[src/rtl/zueira_mem_io_bus_if.sv]
// ---------------------------------------------------------------------------
// zueira_mem_io_bus_if
// Request/acknowledge bus between the ZueiraI CPU and its data memory /
// memory-mapped I/O subsystem.
//   req   : master -> slave, request strobe, sampled every rising edge
//   we    : master -> slave, 1 = write, 0 = read (qualified by req)
//   addr  : master -> slave, ADDR_W-bit unsigned address
//   wdata : master -> slave, write data
//   rdata : slave -> master, read data, valid while ack = 1
//   ack   : slave -> master, one-cycle completion pulse, latency 1
// ---------------------------------------------------------------------------
interface zueira_mem_io_bus_if #(
  parameter int DATA_W = 8,
  parameter int ADDR_W = 8
);
  logic              req;
  logic              we;
  logic [ADDR_W-1:0] addr;
  logic [DATA_W-1:0] wdata;
  logic [DATA_W-1:0] rdata;
  logic              ack;

  modport master (output req, output we, output addr, output wdata,
                  input  rdata, input ack);
  modport slave  (input  req, input we, input addr, input wdata,
                  output rdata, output ack);
endinterface

[src/rtl/zueira_mem_io_bus.sv]
// ---------------------------------------------------------------------------
// zueira_mem_io_bus
// Data RAM plus memory-mapped GPIO for the ZueiraI CPU.
// Address map (offsets from IO_BASE, p = port index):
//   below IO_BASE : RAM
//   4p+0 DIR (rw), 4p+1 OUT (rw), 4p+2 IN (ro, synchronised), 4p+3 IE (rw)
//   4*N_PORTS     : PEND, pin-change pending flags, write-1-to-clear
//   anything else : reads 0, writes ignored, still acknowledged
// Ports:
//   clk, rst  : rising-edge clock, synchronous active-high reset
//   bus       : slave side of the request/acknowledge bus
//   port_in   : asynchronous pad inputs, port p at [p*DATA_W +: DATA_W]
//   port_out  : OUT registers
//   port_oe   : DIR registers (1 = drive)
//   irq       : registered OR of PEND, level interrupt request
// ---------------------------------------------------------------------------
module zueira_mem_io_bus #(
  parameter int          DATA_W  = 8,
  parameter int          ADDR_W  = 8,
  parameter int          N_PORTS = 3,
  parameter int unsigned IO_BASE = 'hF0
) (
  input  logic                        clk,
  input  logic                        rst,
  zueira_mem_io_bus_if.slave          bus,
  input  logic [N_PORTS*DATA_W-1:0]   port_in,
  output logic [N_PORTS*DATA_W-1:0]   port_out,
  output logic [N_PORTS*DATA_W-1:0]   port_oe,
  output logic                        irq
);

  localparam logic [ADDR_W-1:0] IO_BASE_A = ADDR_W'(IO_BASE);
  localparam logic [ADDR_W-1:0] PEND_OFF  = ADDR_W'(4 * N_PORTS);
  localparam int                RAM_AW    = (IO_BASE > 1) ? $clog2(IO_BASE) : 1;

  if (N_PORTS < 1 || N_PORTS > DATA_W) begin : g_bad_nports
    $error("N_PORTS must lie in 1..DATA_W");
  end
  if (longint'(IO_BASE) > (longint'(1) << ADDR_W) - longint'(4 * N_PORTS + 1)) begin : g_bad_base
    $error("IO_BASE leaves no room for the I/O block below the top of the address space");
  end

  logic [DATA_W-1:0]         r_mem [IO_BASE];
  logic [DATA_W-1:0]         r_dir [N_PORTS];
  logic [DATA_W-1:0]         r_out [N_PORTS];
  logic [DATA_W-1:0]         r_ie  [N_PORTS];
  logic [N_PORTS-1:0]        r_pend;
  logic [N_PORTS*DATA_W-1:0] r_sync1, r_sync2, r_prev;
  logic                      r_ack, r_irq;
  logic [DATA_W-1:0]         r_rdata;

  logic                      w_is_io, w_wr, w_wr_io;
  logic [ADDR_W-1:0]         w_off;
  logic [DATA_W-1:0]         w_rd_val;
  logic [N_PORTS*DATA_W-1:0] w_chg;
  logic [N_PORTS-1:0]        w_set, w_pend_clr;

  assign w_is_io    = (bus.addr >= IO_BASE_A);
  assign w_off      = bus.addr - IO_BASE_A;
  // A request coinciding with reset is dropped entirely, including its write.
  assign w_wr       = bus.req && bus.we && !rst;
  assign w_wr_io    = w_wr && w_is_io;
  assign w_pend_clr = (w_wr_io && w_off == PEND_OFF) ? bus.wdata[N_PORTS-1:0] : '0;
  assign w_chg      = r_sync2 ^ r_prev;

  always_comb begin
    w_set = '0;
    for (int p = 0; p < N_PORTS; p++)
      w_set[p] = |(w_chg[p*DATA_W +: DATA_W] & r_ie[p]);
  end

  // Read mux works on pre-edge state, so a write returns the old value.
  always_comb begin
    w_rd_val = '0;
    if (!w_is_io) begin
      w_rd_val = r_mem[bus.addr[RAM_AW-1:0]];
    end else if (w_off == PEND_OFF) begin
      w_rd_val = DATA_W'(r_pend);
    end else begin
      for (int p = 0; p < N_PORTS; p++) begin
        if (w_off[ADDR_W-1:2] == (ADDR_W-2)'(p)) begin
          case (w_off[1:0])
            2'd0:    w_rd_val = r_dir[p];
            2'd1:    w_rd_val = r_out[p];
            2'd2:    w_rd_val = r_sync2[p*DATA_W +: DATA_W];
            default: w_rd_val = r_ie[p];
          endcase
        end
      end
    end
  end

  always_ff @(posedge clk) begin
    if (w_wr && !w_is_io)
      r_mem[bus.addr[RAM_AW-1:0]] <= bus.wdata;
  end

  always_ff @(posedge clk) begin
    if (rst) begin
      r_ack   <= 1'b0;
      r_rdata <= '0;
      r_irq   <= 1'b0;
      r_pend  <= '0;
      r_sync1 <= '0;
      r_sync2 <= '0;
      r_prev  <= '0;
      for (int p = 0; p < N_PORTS; p++) begin
        r_dir[p] <= '0;
        r_out[p] <= '0;
        r_ie[p]  <= '0;
      end
    end else begin
      r_ack <= bus.req;
      if (bus.req)
        r_rdata <= w_rd_val;
      r_sync1 <= port_in;
      r_sync2 <= r_sync1;
      r_prev  <= r_sync2;
      r_irq   <= |r_pend;
      // A new change event beats a simultaneous write-1-to-clear.
      for (int p = 0; p < N_PORTS; p++)
        r_pend[p] <= w_set[p] | (r_pend[p] & ~w_pend_clr[p]);
      for (int p = 0; p < N_PORTS; p++) begin
        if (w_wr_io && w_off[ADDR_W-1:2] == (ADDR_W-2)'(p)) begin
          case (w_off[1:0])
            2'd0:    r_dir[p] <= bus.wdata;
            2'd1:    r_out[p] <= bus.wdata;
            2'd3:    r_ie[p]  <= bus.wdata;
            default: ;
          endcase
        end
      end
    end
  end

  for (genvar p = 0; p < N_PORTS; p++) begin : g_pins
    assign port_out[p*DATA_W +: DATA_W] = r_out[p];
    assign port_oe[p*DATA_W +: DATA_W]  = r_dir[p];
  end

  assign bus.ack   = r_ack;
  assign bus.rdata = r_rdata;
  assign irq       = r_irq;

endmodule
[src/flat_wrapper.sv]
// flat-port wrapper written by rule: the top's interface ports become plain ports
module zueira_mem_io_bus_flat 
#(
  parameter int          DATA_W  = 8,
  parameter int          ADDR_W  = 8,
  parameter int          N_PORTS = 3,
  parameter int unsigned IO_BASE = 'hF0
)
  (clk, rst, port_in, port_out, port_oe, irq, bus_req, bus_we, bus_addr, bus_wdata, bus_rdata, bus_ack);
  zueira_mem_io_bus_if #(.DATA_W(DATA_W), .ADDR_W(ADDR_W)) bus_i ();
  input  logic clk;
  input  logic rst;
  input  logic [N_PORTS*DATA_W-1:0] port_in;
  output logic [N_PORTS*DATA_W-1:0] port_out;
  output logic [N_PORTS*DATA_W-1:0] port_oe;
  output logic irq;
  input wire logic [$bits(bus_i.req)-1:0] bus_req;
  input wire logic [$bits(bus_i.we)-1:0] bus_we;
  input wire logic [$bits(bus_i.addr)-1:0] bus_addr;
  input wire logic [$bits(bus_i.wdata)-1:0] bus_wdata;
  output wire logic [$bits(bus_i.rdata)-1:0] bus_rdata;
  output wire logic [$bits(bus_i.ack)-1:0] bus_ack;
  assign bus_i.req = bus_req;
  assign bus_i.we = bus_we;
  assign bus_i.addr = bus_addr;
  assign bus_i.wdata = bus_wdata;
  assign bus_rdata = bus_i.rdata;
  assign bus_ack = bus_i.ack;
  zueira_mem_io_bus #(.DATA_W(DATA_W), .ADDR_W(ADDR_W), .N_PORTS(N_PORTS), .IO_BASE(IO_BASE)) u_core (.clk(clk), .rst(rst), .bus(bus_i), .port_in(port_in), .port_out(port_out), .port_oe(port_oe), .irq(irq));
endmodule
[config.mk]
export PLATFORM = sky130hd
export DESIGN_NAME = zueira_mem_io_bus_flat
export DESIGN_NICKNAME = d
export VERILOG_FILES = /design/src/rtl/zueira_mem_io_bus_if.sv /design/src/rtl/zueira_mem_io_bus.sv /design/src/flat_wrapper.sv
export SDC_FILE = /design/constraint.sdc
export NUM_CORES = 2
export LEC_CHECK = 0
export ABC_AREA = 1
export CAP_MARGIN = 20
export CORE_MARGIN = 1.5
export CORE_UTILIZATION = 57
export CTS_CLUSTER_DIAMETER = 50
export DETAILED_ROUTE_END_ITERATION = 8
export PLACE_DENSITY_LB_ADDON = 0.15
export SLEW_MARGIN = 20
export SYNTH_ARGS = -nofsm -noshare
export SYNTH_HDL_FRONTEND = slang
export SYNTH_SLANG_ARGS = --single-unit
[constraint.sdc]
create_clock -name clk -period 2.4 [get_ports clk]
set_input_delay 0.48 -clock clk [delete_from_list [all_inputs] [get_ports clk]]
set_output_delay 0.48 -clock clk [all_outputs]
set_load 0.005 [all_outputs]
==> impl_metrics.csv <==
group,metric,value,unit
clocking,clock-root-buffer,"clkbuf_16",
timing,fin_crit_sh,98.0,%
clocking,clk_pin_slew,0.06,ns
routing,drt-pass1-iter-count,6,
die,die_w,389,um
critical_path,worst-setup-path-type,"in -> reg",
synth,syn_area,0.0848,sq mm
timing,fin_skew,0.0222,ns
critical_path,critical_path.most_common_cell,"nor2_1",
layout,final_util,68.2,%
clocking,cts_tree,"yes",
timing,hold_viol,0,
synth,yosysUniqueCellTypes,36,
power_and_ir_drop,clkPwrFrac,41.1,%
clocking,clock_sinks,2077,
timing,rsz0062_at_grt,"no",
synth,ys_seq_area_share,72.5,%
synth,synth-seq-cells,2077,
job,max_cap_viol_count,0,
clocking,insertion_delay,0.85,ns
critical_path,cp_data_arrival_time,2.83,ns
critical_path,worstPathRequired,2.87,ns
layout,area_growth,18.8,%
clocking,cts_max_level,4,
grt,grtUsageTotal,32.1,%
critical_path,critPathCaptureType,"flop",
routing,drc,0,
synth,synth_area_per_cell,10.7,sq um
grt,grt_pass1_vias,57600,
critical_path,crit_buf_inv,5,
die,start_util,57.5,%
die,die_h,389,um
timing,max_freq,425,MHz
die,core,0.148,sq mm
timing,period_needed,2.35,ns
critical_path,path_cells,"clkdlybuf4s50_1 > inv_1 > nor2_1 > nand2_1 > nor2_1 > buf_4 > buf_12 > nand3_1 > buf_12 > nor2_1",
power_and_ir_drop,power_leakage,40.3,nW
synth,syn_nets,7971,
critical_path,cp_max_fo,11,
power_and_ir_drop,powerDensity,762,mW/mm^2
grt,grt.overflow.total,0,
routing,drt-initial-drc-count,7053,
power_and_ir_drop,ir_worst_vdd,0.000804,V
synth,synthArstFlopShare,0,%
layout,drive_above_1_share,13.0,%
critical_path,crit_slowest_cell,"nor2_1",
power_and_ir_drop,p_int,59.5,mW
critical_path,cp-start-kind,"primary input",
timing,worst_slew_pin_slew,0.796,ns
place,dpl.hpwl,158000,um
power_and_ir_drop,comb_power_share,6.8,%
timing,setup_violations,0,
clocking,cts_max_path_buffers,3,
worst_hold_path,hold_class,"in -> reg",
clocking,cts_buffers,209,
routing,routed_wirelength,242000,um
routing,ant_nets,0,
synth,ys.flop_type,"edfxtp_1",
place,globalplace.congestion,0.970,
critical_path,slowest_delay,0.50,ns
synth,ys_warn_count,0,
place,placed_cell_area,0.0940,sq mm
grt,antenna_found_initial,7,
power_and_ir_drop,p_sw_share,22.5,%
layout,final_net_count,8596,
status,status,"complete, no violations",
synth,synth-edff-count,1992,
synth,synth_cells,7927,
die,num_rows,141,
place,port_buffers,101,
power_and_ir_drop,power_frac_seq,52.0,%
die,dieArea,0.151,sq mm
timing,drv_slew,0,
routing,vias_per_cell,5.60,
die,ioPinCount,102,
grt,grt_pass1_wl,359000,um
timing,max-slew-margin-rel,46.9,%
routing,via_count,59700,
layout,stdcell_area,0.101,sq mm
routing,wl_per_cell,22.7,um
grt,grt_max_degree,111,
critical_path,cp_top_family,"simple AND/OR/NAND/NOR gates",
power_and_ir_drop,p_sw,17.3,mW
-- power groups by stage --
stage	clock network, mW	registers, mW	logic, mW
final	31.6	40.0	5.26
after CTS	31.8	40.0	5.20
after global placement	0	40.7	5.13
after floorplan	0	40.7	2.30
after global routing	33.2	39.9	5.65
after detailed placement	0	40.7	5.17
-- synthesized netlist by cell type (7+ instances only) --
| master | instances | area, sq um |
|---|---|---|
| o21ai_0 | 72 | 360 |
| nor2_1 | 619 | 2320 |
| o21ai_1 | 9 | 45.0 |
| xor2_1 | 7 | 61.3 |
| buf_1 | 32 | 120 |
| dfxtp_1 | 85 | 1700 |
| nand3_1 | 147 | 736 |
| a21oi_1 | 46 | 230 |
| a22oi_1 | 56 | 420 |
| edfxtp_1 | 1992 | 59800 |
| clkbuf_1 | 126 | 473 |
| inv_1 | 127 | 477 |
| a221oi_1 | 16 | 140 |
| nand4_1 | 64 | 400 |
| o2111ai_1 | 7 | 61.3 |
| buf_2 | 225 | 1130 |
| buf_4 | 16 | 120 |
| o211ai_1 | 9 | 67.6 |
| nand2_1 | 4230 | 15900 |
| nor3_1 | 9 | 45.0 |
-- layout make-up --
class / count / area, sq um
clock buffer: 274 / 5660
clock inverter: 116 / 1000
inverter: 136 / 544
multi-input combinational: 5313 / 21200
sequential: 2077 / 61500
fill: 10700 / 46900
antenna: 1 / 2.50
timing repair buffer: 815 / 8420
tap: 1930 / 2410
-- stage by stage --
step / TNS (ns) / hold WS (ns) / setup WS [ns] / power [mW] / cells
floorplan: -67.55 / 0.388 / -0.146 / 43.0 / 7927
global placement: -973.13 / 0.391 / -0.871 / 45.8 / 10300
detailed placement: -1002.16 / 0.392 / -0.906 / 45.9 / 10300
CTS: 0 / 0.00699 / 0.00956 / 77.0 / 10700
global route: 0 / 0.0198 / 0.00550 / 78.8 / 10700
finish: 0 / 0.0448 / 0.0488 / 76.8 / 10700
-- sequential cells by signal (all words and copies together), names as in the netlist --
register / cells
u_core.irq: 1
u_core.bus.rdata: 8
u_core.r_sync2: 24
u_core.r_out: 24
u_core.bus.ack: 1
u_core.r_ie: 24
u_core.r_sync1: 24
u_core.r_mem: 1920
u_core.r_prev: 24
u_core.r_dir: 24
u_core.r_pend: 3
-- path summary, 6_finish.rpt --
| path | startpoint | endpoint | slack, ns | depth (start not counted) |
|---|---|---|---|---|
| worst max-delay path | bus_req | u_core.r_mem[155][1] | 0.05 | 10 |
| worst min-delay path | bus_wdata[0] | u_core.r_mem[134][0] | 0.04 | 1 |
| worst max register to register | u_core.r_mem[163][2] | u_core.bus.rdata[2] | 0.27 | 15 |
| worst min register to register | u_core.r_sync1[4] | u_core.r_sync2[4] | 0.40 | 2 |
-- timing repair --
action	in CTS	in global routing
hold buffers	2	0
setup endpoints to repair	7	61
resized for setup	7	15
setup buffers	0	0
endpoints found under the hold margin	14	0
pin swaps	0	1
-- layer usage --
| metal | global-route usage, % | vias to the layer above | wire length [um] |
|---|---|---|---|
| met3 | 5.68 | 553 | 23600 |
| met2 | 50.0 | 3136 | 111000 |
| met5 | 0 | - | 18 |
| met1 | 44.6 | 28500 | 95700 |
| met4 | 14.2 | 4 | 11200 |
| li1 | - | 27500 | - |
-- cells in the final DEF, fill, tap and decap left out, drive strengths merged, types with 9 or more instances in the layout --
| cell type | Yosys | routed |
|---|---|---|
| nand2 | 4232 | 4232 |
| edfxtp | 1992 | 1992 |
| buf | 275 | 723 |
| nor2 | 625 | 625 |
| clkbuf | 126 | 274 |
| nand3 | 147 | 147 |
| inv | 134 | 142 |
| clkinv | 2 | 90 |
| clkdlybuf4s50 | 0 | 88 |
| dfxtp | 85 | 85 |
| o21ai | 81 | 81 |
| nand4 | 64 | 64 |
| a22oi | 56 | 56 |
| a21oi | 46 | 46 |
| a221oi | 16 | 16 |
| bufinv | 0 | 13 |
| o211ai | 10 | 10 |
| nor3 | 9 | 9 |
-- logic make-up after synthesis --
kind of cell    Yosys count  share of synthesized area (%)
flops                  2077                           72.5
xor+xnor                 10                          0.103
buf+inv                 537                           2.80
simple gates           5080                           22.9
compound gates          223                           1.65
No activity file was read; power rests on OpenSTA's default activity.
